`config.mk`:
```
export PLATFORM = sky130hd
export DESIGN_NAME = multicycle_datapath
export DESIGN_NICKNAME = d
export VERILOG_FILES = /design/src/rtl/multicycle_datapath.sv
export SDC_FILE = /design/constraint.sdc
export NUM_CORES = 2
export LEC_CHECK = 0
export ABC_CLOCK_PERIOD_IN_PS = 4400
export BUFFER_PORTS_ARGS = -buffer_cell sky130_fd_sc_hd__buf_2
export CORE_ASPECT_RATIO = 1.4
export CORE_MARGIN = 3
export CORE_UTILIZATION = 57
export DETAILED_ROUTE_END_ITERATION = 12
export PLACE_DENSITY_LB_ADDON = 0.08
export RECOVER_POWER = 50
export SLEW_MARGIN = 5
export SYNTH_ARGS = -nofsm -noshare
export SYNTH_HDL_FRONTEND = slang
export SYNTH_SLANG_ARGS = --single-unit
```
`constraint.sdc`:
```
create_clock -name clk -period 4.4 [get_ports clk]
set_input_delay 1.32 -clock clk [delete_from_list [all_inputs] [get_ports clk]]
set_output_delay 1.32 -clock clk [all_outputs]
set_load 0.01 [all_outputs]
```
`src/rtl/multicycle_datapath.sv`:
```
// Multicycle integer datapath: FETCH -> DECODE -> EXEC -> (MEM) -> (WB) around one shared ALU.
// Optional JAL/JALR support is enabled by defining MULTICYCLE_DATAPATH_JAL_EN.
module multicycle_datapath #(
  parameter int unsigned     XLEN       = 32,
  parameter logic [XLEN-1:0] INITIAL_PC = XLEN'(32'h0040_0000)
) (
  input  logic            clk,
  input  logic            rst,
  input  logic [31:0]     instr,
  input  logic            iAck,
  input  logic [XLEN-1:0] dReadData,
  input  logic            dAck,
  output logic [XLEN-1:0] PC,
  output logic            iReq,
  output logic            dReq,
  output logic            dWe,
  output logic [XLEN-1:0] dAddress,
  output logic [XLEN-1:0] dWriteData,
  output logic [XLEN-1:0] WriteBackData,
  output logic            retire,
  output logic            illegal,
  output logic [2:0]      state
);
  localparam int unsigned SHW = $clog2(XLEN);

  localparam logic [2:0] S_FETCH  = 3'd0;
  localparam logic [2:0] S_DECODE = 3'd1;
  localparam logic [2:0] S_EXEC   = 3'd2;
  localparam logic [2:0] S_MEM    = 3'd3;
  localparam logic [2:0] S_WB     = 3'd4;

  localparam logic [6:0] OP_R      = 7'b0110011;
  localparam logic [6:0] OP_I      = 7'b0010011;
  localparam logic [6:0] OP_LOAD   = 7'b0000011;
  localparam logic [6:0] OP_STORE  = 7'b0100011;
  localparam logic [6:0] OP_BRANCH = 7'b1100011;
`ifdef MULTICYCLE_DATAPATH_JAL_EN
  localparam logic [6:0] OP_JAL    = 7'b1101111;
  localparam logic [6:0] OP_JALR   = 7'b1100111;
`endif

  logic [2:0]      state_q, state_d;
  logic [31:0]     ir_q;
  logic [XLEN-1:0] pc_q, a_q, b_q, imm_q, alu_q, mdr_q;
  logic [XLEN-1:0] regs_q [32];

  logic [6:0] opcode;
  logic [2:0] funct3;
  logic [4:0] rd, rs1, rs2;
  assign opcode = ir_q[6:0];
  assign rd     = ir_q[11:7];
  assign funct3 = ir_q[14:12];
  assign rs1    = ir_q[19:15];
  assign rs2    = ir_q[24:20];

  logic is_r, is_i, is_load, is_store, is_branch, is_jump, legal;
  assign is_r      = opcode == OP_R;
  assign is_i      = opcode == OP_I;
  assign is_load   = opcode == OP_LOAD;
  assign is_store  = opcode == OP_STORE;
  assign is_branch = opcode == OP_BRANCH;
`ifdef MULTICYCLE_DATAPATH_JAL_EN
  logic is_jal, is_jalr;
  assign is_jal  = opcode == OP_JAL;
  assign is_jalr = opcode == OP_JALR;
  assign is_jump = is_jal | is_jalr;
`else
  assign is_jump = 1'b0;
`endif
  assign legal = is_r | is_i | is_load | is_store | is_branch | is_jump;

  // Immediate format follows the opcode; I-format is the fallback
  logic [31:0] imm32;
  always_comb begin
    imm32 = {{20{ir_q[31]}}, ir_q[31:20]};
    case (opcode)
      OP_STORE:  imm32 = {{20{ir_q[31]}}, ir_q[31:25], ir_q[11:7]};
      OP_BRANCH: imm32 = {{19{ir_q[31]}}, ir_q[31], ir_q[7], ir_q[30:25], ir_q[11:8], 1'b0};
`ifdef MULTICYCLE_DATAPATH_JAL_EN
      OP_JAL:    imm32 = {{11{ir_q[31]}}, ir_q[31], ir_q[19:12], ir_q[20], ir_q[30:21], 1'b0};
`endif
      default:   ;
    endcase
  end

  logic [XLEN-1:0]        op2, alu_res, exec_res, pc_plus4, wb_data;
  logic signed [XLEN-1:0] sra_res;
  logic [SHW-1:0]         shamt;
  logic                   br_taken;

  assign op2      = is_r ? b_q : imm_q;
  assign shamt    = op2[SHW-1:0];
  assign sra_res  = $signed(a_q) >>> shamt;
  assign pc_plus4 = pc_q + XLEN'(4);
  assign br_taken = funct3[0] ? (a_q != b_q) : (a_q == b_q);

  always_comb begin
    alu_res = a_q + op2;
    case (funct3)
      3'b000:  alu_res = (is_r && ir_q[30]) ? a_q - op2 : a_q + op2;
      3'b001:  alu_res = a_q << shamt;
      3'b010:  alu_res = XLEN'($signed(a_q) < $signed(op2));
      3'b011:  alu_res = XLEN'(a_q < op2);
      3'b100:  alu_res = a_q ^ op2;
      3'b101:  alu_res = ir_q[30] ? sra_res : a_q >> shamt;
      3'b110:  alu_res = a_q | op2;
      default: alu_res = a_q & op2;
    endcase
  end

  // ALUOut doubles as memory address and jump target
  always_comb begin
    exec_res = alu_res;
    if (is_load || is_store) exec_res = a_q + imm_q;
`ifdef MULTICYCLE_DATAPATH_JAL_EN
    else if (is_jal)  exec_res = pc_q + imm_q;
    else if (is_jalr) exec_res = (a_q + imm_q) & ~XLEN'(1);
`endif
  end

  assign wb_data = is_load ? mdr_q : (is_jump ? pc_plus4 : alu_q);

  always_ff @(posedge clk) begin
    if (rst) state_q <= S_FETCH;
    else     state_q <= state_d;
  end

  always_comb begin
    state_d = state_q;
    case (state_q)
      S_FETCH:  if (iAck) state_d = S_DECODE;
      S_DECODE: state_d = S_EXEC;
      S_EXEC: begin
        if (is_load || is_store)          state_d = S_MEM;
        else if (is_r || is_i || is_jump) state_d = S_WB;
        else                              state_d = S_FETCH;
      end
      S_MEM:    if (dAck) state_d = is_load ? S_WB : S_FETCH;
      default:  state_d = S_FETCH;
    endcase
  end

  // Handshake and pulse outputs are forced low while reset is held
  always_comb begin
    iReq    = 1'b0;
    dReq    = 1'b0;
    dWe     = 1'b0;
    retire  = 1'b0;
    illegal = 1'b0;
    if (!rst) begin
      case (state_q)
        S_FETCH: iReq = 1'b1;
        S_EXEC: begin
          retire  = is_branch;
          illegal = !legal;
        end
        S_MEM: begin
          dReq   = 1'b1;
          dWe    = is_store;
          retire = is_store & dAck;
        end
        S_WB:    retire = 1'b1;
        default: ;
      endcase
    end
  end

  always_ff @(posedge clk) begin
    if (rst) begin
      ir_q  <= '0;
      pc_q  <= INITIAL_PC;
      a_q   <= '0;
      b_q   <= '0;
      imm_q <= '0;
      alu_q <= '0;
      mdr_q <= '0;
      for (int i = 0; i < 32; i++) regs_q[i] <= '0;
    end else begin
      case (state_q)
        S_FETCH: if (iAck) ir_q <= instr;
        S_DECODE: begin
          a_q   <= regs_q[rs1];
          b_q   <= regs_q[rs2];
          imm_q <= XLEN'($signed(imm32));
        end
        S_EXEC: begin
          alu_q <= exec_res;
          if (is_branch)   pc_q <= br_taken ? pc_q + imm_q : pc_plus4;
          else if (!legal) pc_q <= pc_plus4;
        end
        S_MEM: begin
          if (dAck) begin
            if (is_load) mdr_q <= XLEN'($signed(dReadData[31:0]));
            else         pc_q  <= pc_plus4;
          end
        end
        S_WB: begin
          if (rd != 5'd0) regs_q[rd] <= wb_data;
          pc_q <= is_jump ? alu_q : pc_plus4;
        end
        default: ;
      endcase
    end
  end

  assign PC            = pc_q;
  assign dAddress      = alu_q;
  assign dWriteData    = b_q;
  assign WriteBackData = wb_data;
  assign state         = state_q;
endmodule
```
# Yosys cells after proc, flatten, opt, wreduce, memory -nomap -nowiden
# Memories as Yosys holds them, arrays and structs flattened. A register that Yosys moved wholly into a read port is not among the register bits.
# Index checks and enable logic that the tools add are counted.
dict set report totals {
  reg_bits 144
  mem_bits_rw 1024
  output_inout_bits 136
  word_cells 98
  n_memories 1
}
dict set report classes {
  n_addsub 5
  magnitude_cmp 2
  n_eq_ne 21
  shift 3
  mux 39
  n_bitwise 8
  n_reduce_logical 13
}
# name depth word_bits read_ports rd_clocked_by_memory_dff wr line
set memory_table {}
lappend memory_table {regs_q 32 32 2 2 32 45} ;# logic [XLEN-1:0] regs_q [32];
# cell count
set op_table {}
lappend op_table {{2-to-1 mux 32 bit} 11}
lappend op_table {{one-hot mux 32 bit (7 select lines)} 1}
lappend op_table {{adder 32 bit} 3}
lappend op_table {{one-hot mux 32 bit (3 select lines)} 1}
lappend op_table {{< comparator 32 bit} 2}
lappend op_table {{adder 32 x 3 -> 32 bit (second input constant)} 1}
lappend op_table {{AND 32 bit} 1}
lappend op_table {{equality test 32 bit} 1}
lappend op_table {{!= test 32 bit} 1}
lappend op_table {{OR 32 bit} 1}
lappend op_table {{OR reduction 32 bit} 1}
lappend op_table {{<< shifter 32 x 5 -> 32 bit} 1}
lappend op_table {{right shift 32 x 5 -> 32 bit} 1}
lappend op_table {{>>> shifter 32 x 5 -> 32 bit} 1}
lappend op_table {{subtractor 32 bit} 1}
lappend op_table {{XOR 32 bit} 1}
lappend op_table {{one-hot mux 12 bit (2 select lines)} 1}
lappend op_table {{2-to-1 mux 1 bit} 17}
lappend op_table {{2-to-1 mux 3 bit} 5}
lappend op_table {{equality test 7 x 6 -> 1 bit (second input constant)} 2}
lappend op_table {{equality test 3 x 2 -> 1 bit (second input constant)} 4}
lappend op_table {{equality test 3 bit (second input constant)} 4}
lappend op_table {{one-hot mux 3 bit (4 select lines)} 1}
lappend op_table {{equality test 7 x 2 -> 1 bit (second input constant)} 1}
lappend op_table {{other kinds (18)} 27}

# Logic depth before layout (Yosys ltp)
dict set report logic_depth {
  ltp_word 8
  depth_mapped 23
  mapped_depth_nobuf 18
}

# Worst setup path before layout
# No wires, ideal clock.
dict set report synth_path {
  path_kind {register -> register}
  from {reg ir_q[0]}
  to {reg alu_q[31], in the netlist dAddress[31]}
  setup_ns 0.132
  arrival_ns 4.674
  t_required_ns 4.268
  setup_slack_ns -0.405
  path_stages_with_launch 23
  path_buffers 5
  synth_period_minus_slack_ns 4.805
  cell_sequence {dfxtp_1 -> nor4bb_1 -> buf_2 -> nand3_1 -> and2_1 -> buf_2 -> clkinv_1 -> clkbuf_1 -> clkbuf_1 -> clkbuf_1 -> ha_1 -> a21oi_1 -> a31oi_1 -> o21ai_0 -> o41ai_1 -> a31oi_1 -> o211ai_1 -> a31oi_1 -> o211ai_1 -> o311a_1 -> xor2_1 -> a211oi_2 -> nor3_1}
}
dict set report synth_between {
  elab_chain_len 6
  word_cells_on_any_way 18
}
# element line
set synth_rtl {}
lappend synth_rtl {{start, declared} 43} ;# logic [31:0] ir_q;
lappend synth_rtl {{start signal, assigned} 180} ;# S_FETCH: if (iAck) ir_q <= instr;
lappend synth_rtl {{equality test 7 x 6 -> 1 bit} 57} ;# assign is_r = opcode == OP_R;
lappend synth_rtl {{2-to-1 mux 32 bit} 91} ;# assign op2 = is_r ? b_q : imm_q;
lappend synth_rtl {{adder 32 bit, or another cell as far along} 100} ;# 3'b000: alu_res = (is_r && ir_q[30]) ? a_q - op2 : a_q + op2;
lappend synth_rtl {{2-to-1 mux 32 bit, on equally long branches} {100, 105}}
lappend synth_rtl {{one-hot mux 32 bit (7 select lines)} 99} ;# case (funct3)
lappend synth_rtl {{2-to-1 mux 32 bit (*)} 114} ;# if (is_load || is_store) exec_res = a_q + imm_q;
lappend synth_rtl {{end signal, assigned} 187} ;# alu_q <= exec_res;
lappend synth_rtl {{end, declared} 44} ;# logic [XLEN-1:0] pc_q, a_q, b_q, imm_q, alu_q, mdr_q;
# Mark *: on every way between the ends. The rest lies on a longest branch, timed or not.
# A chain may end at the register's enable or synchronous reset.

# Worst setup path in the final report
dict set report layout_path {
  from {reg ir_q[3]}
  to {out WriteBackData[15]}
}
dict set report layout_between {
  elab_chain_len 2
}
# element line
set layout_rtl {}
lappend layout_rtl {{equality test 7 x 2 -> 1 bit} 59} ;# assign is_load = opcode == OP_LOAD;
lappend layout_rtl {{2-to-1 mux 32 bit} 121} ;# assign wb_data = is_load ? mdr_q : (is_jump ? pc_plus4 : alu_q);
lappend layout_rtl {{end, declared} 19} ;# output logic [XLEN-1:0] WriteBackData,
# Every way passes these cells.

==> parameters.txt <==
Parameter                              Value

Run status
  Outcome ... complete, but fails checks
  Violated checks ... max-capacitance violations, max-slew violations, negative setup slack

Yosys
  Warning count from the yosys run ... 0
  Summed instance area of the synthesized netlist ... 72200 um^2
  Post-synthesis instance total ... 6163
  Register area share after synthesis ... 48.3%
  Post-synth top flop ... sky130_fd_sc_hd__edfxtp_1
  Post-synthesis register bit count ... 1232
  Post-Syn Area per Cell ... 11.7 um^2
  Number of library cell types mapped by synthesis ... 84
  Post-synth EDFFs ... 1024
  Share of async-settable or async-resettable flops after synthesis ... 0%

Floorplan
  Horizontal die dimension ... 307 um
  Area of the core ... 125000 um^2
  Die footprint ... 131000 um^2
  Starting utilization of the core area ... 57.8%
  Standard-cell row count ... 153
  Height of the die ... 427 um
  Total I/O pin count ... 204

Placement
  Port buffer count ... 203
  Cell area after placement ... 78400 um^2
  Placer congestion estimate ... 1.04
  HPWL after DPL ... 196000 um
  Number of cells after detailed placement ... 7957

Global routing
  Number of global-route vias before repair ... 57800
  GR Util All Layers ... 44.1%
  Wire length of the first global-routing pass ... 408000 um
  Pin count of the biggest net entering global routing ... 148
  Antenna violations before repair ... 14
  Total overflow reported by the global router ... 0

Timing
  Slew HR ... -82.6%
  Hold Violations, Final ... 0
  Unrepaired setup endpoints after global routing ... true
  Slack of the critical path ... -0.0651 ns
  Period Utilization, post-route ... 101%
  Least-Margin Pin Slew ... 2.74 ns
  Maximum operating frequency ... 224 MHz
  Final worst path period need ... 4.47 ns
  Clock tree skew after final layout ... 0.0209 ns
  Final-report setup violation count ... 8
  Number of slew-limit violations in the final report ... 529

Setup path
  Reg-to-reg endpoint ... PC[11]$_SDFFE_PP0P_
  Setup Crit Path Kind ... flip-flop to primary output
  Critical Path Most Common Cell ... sky130_fd_sc_hd__buf_12
  Worst endpoint data arrival time ... 3.15 ns
  Series of cell instances along the critical path ... nand4bb_4 > buf_6 > or3_4 > nor2_4 > buf_12 > buf_12 > buf_16 > mux2i_4 > buf_12 > inv_1 > buf_2
  Slack of the worst reg-to-reg path ... 0.02 ns
  Critical path's top delay family ... buffers and inverters
  Capturing element of the worst setup path ... WriteBackData[15]
  Slowest library cell on the worst path ... sky130_fd_sc_hd__or3_4
  Setup crit start kind ... flip-flop
  Crit end category ... primary output
  Largest fanout of any net on the critical path ... 6
  R2r startpoint ... dWriteData[2]$_SDFFE_PP0P_
  Startpoint of the most critical setup path ... ir_q[3]$_SDFFE_PP0P_
  CP peak stage delay ... 0.35 ns
  Worst endpoint required time ... 3.08 ns
  Worst reg2reg path depth ... 12
  Buffers & Inverters on Critical Path ... 7
  Number of cells on the critical path ... 11

Route
  Post-route antenna net violation count ... 0
  Total Routed Length ... 290000 um
  Via density per instance ... 7.07
  Average detailed-routed wire length per instance ... 35.2 um
  Number of vias in the routed layout ... 58000
  Iteration-0 DRC count of the detailed router ... 7704
  Length of the first detailed-routing pass in iterations ... 6
  # DRC ... 0

Flow run
  Max-cap check violation count ... 14

Clock network
  Total clock sinks ... 1232
  Num CTS Buffers ... 118
  H-Tree Level Count ... 3
  Number of buffers added to fix hold violations after cts ... 0
  Clock latency on the worst-skew pair ... 0.80 ns
  Clock tree from TritonCTS ... done
  Root Buffer ... sky130_fd_sc_hd__clkbuf_16
  Clock-pin slew reported for the worst setup and hold paths after clock tree synthesis ... 0.07 ns
  Max Buffers Root-to-Sink ... 3

Pwr
  Total power divided by cell area ... 356 nW/um^2
  P_leak ... 28.9 nW
  VDD IR-drop max ... 406 uV

Layout
  Final #Nets ... 6708
  Final Util ... 66.0%
  Layout cell share with drive strength beyond 1 ... 25.5%
  Layout-stage area growth over the synthesis result ... 14.3%
  Final cell count without fillers ... 8215
  Final cell area excluding filler cells ... 82500 um^2

Min path
  Tightest Hold Check Type ... flip-flop to flip-flop
  Worst Hold Launch ... ir_q[28]$_SDFFE_PP0P_
==> worst min-delay path by stage <==
stage / endpoint / slack, ns / depth (start not counted)
floorplan: imm_q[5]$_SDFFE_PP0P_ / 0.43 / 2
global placement: imm_q[5]$_SDFFE_PP0P_ / 0.44 / 2
detailed placement: imm_q[5]$_SDFFE_PP0P_ / 0.45 / 2
CTS: imm_q[8]$_SDFFE_PP0P_ / 0.45 / 2
global route: imm_q[8]$_SDFFE_PP0P_ / 0.47 / 2
finish: imm_q[8]$_SDFFE_PP0P_ / 0.45 / 2
==> repair_timing <==
action | in CTS | in global routing
cloned | 2 | 2
setup endpoints to repair | 33 | 46
gates resized for setup | 12 | 47
buffers inserted | 19 | 10
pin swaps | 1 | 11
==> metal layers <==
layer / part of all wire (%) / vias up / wire length, um / GRT usage (%)
met5: 0.053 / - / 153 / 0.488
met3: 11 / 1300 / 33200 / 10.6
met1: 31 / 28500 / 90600 / 50.3
met4: 9.8 / 12 / 28500 / 34.9
li1: - / 23800 / - / -
met2: 47 / 4425 / 137000 / 71.7
==> sequential cells by signal, indices dropped and copies added, names as in the netlist <==
signal / count
PC: 32
state: 3
dAddress: 32
mdr_q: 32
ir_q: 32
a_q: 32
imm_q: 13
dWriteData: 32
regs_q: 1024
==> synth_stat cells (all sizes together), types with 16 or more instances <==
cell	count	area, um^2
nor2	1315	4940
edfxtp	1024	30700
mux4	643	14500
clkbuf	471	1770
nand2	382	1430
a21oi	320	1610
o21ai	209	1050
dfxtp	208	4160
ha	154	1930
inv	152	571
mux2i	143	1430
a211oi	130	981
buf	93	388
nor3	81	410
nand2b	75	469
nand3	75	375
xnor2	72	631
a21o	63	473
xor2	53	464
o211ai	49	368
a31oi	34	213
nor4	28	190
a22o	27	236
and3	25	156
o21bai	25	188
mux2	19	214
nand4	17	106
o21a	17	128
a221oi	16	140
or3	16	100
==> cell usage in the layout (no fill, tap or decap), drive strengths merged, types with 17 or more instances in the layout <==
cell type	Yosys	routed
nand4	17	17
a22o	27	27
o211ai	49	49
xnor2	72	72
o21a	17	17
nand2	382	382
nand2b	75	75
inv	152	156
mux4	643	643
mux2i	143	143
ha	154	154
o21bai	25	25
nor3	81	81
nor4	28	28
xor2	53	53
edfxtp	1024	1024
dfxtp	208	208
a21oi	320	320
clkbuf	471	257
buf	93	613
clkinv	2	59
nand3	75	75
mux2	19	19
conb	1	32
a211oi	130	130
a21o	63	63
and3	25	25
o21ai	209	209
nor2	1315	1315
a31oi	34	34
==> stage by stage <==
step | TNS [ns] | hold slack, ns | total power [mW] | worst slack [ns]
2_1_floorplan | 0 | 0.432 | 16.5 | 0.00833
3_3_place_gp | -0.432 | 0.440 | 18.8 | -0.210
3_5_place_dp | -0.676 | 0.447 | 18.9 | -0.236
4_1_cts | -0.00870 | 0.453 | 29.2 | -0.00870
5_1_grt | -0.906 | 0.475 | 30.1 | -0.128
6_report | -0.325 | 0.449 | 29.4 | -0.0651
==> worst register-to-register path, delay by kind of cell (launching register included) <==
family                    cells  cell delay (ns)
and+or+nand+nor               5             2.08
AOI/OAI and AO/OA             3             0.74
DFF                           1             0.60
buffers and inverters         2             0.52
xor gates and xnor gates      2             0.27
==> power breakdown <==
| part | internal [mW] | total, mW | switching, mW |
|---|---|---|---|
| Clock | 5.82 | 10.5 | 4.71 |
| Sequential | 13.0 | 13.5 | 0.422 |
| Combinational | 2.17 | 5.40 | 3.23 |
==> cell type report <==
type / count / area (um^2)
repair buffers: 733 / 5500
well taps: 1627 / 2040
flip-flops and latches: 1232 / 35000
fillers: 9475 / 42500
clock buffers: 137 / 3110
diodes: 7 / 17.5
inverters: 154 / 578
multi-input cells: 4244 / 35500
clock inverters: 81 / 807
==> cell families (layout without fill, tap and decap cells) <==
logic type / after synthesis / count (layout) / share of synthesized area [%]
AO/OA/AOI/OAI: 1047 / 1047 / 9.33
adder cells (fa/ha/maj): 157 / 157 / 2.75
other: 1 / 39 / 0.00519
AND/OR/NAND/NOR: 2078 / 2078 / 12.0
XOR/XNOR: 125 / 125 / 1.52
flip-flops: 1232 / 1232 / 48.3
buffers and inverters: 718 / 1105 / 3.78
multiplexers: 805 / 805 / 22.3
No activity file was read; power rests on OpenSTA's default activity.
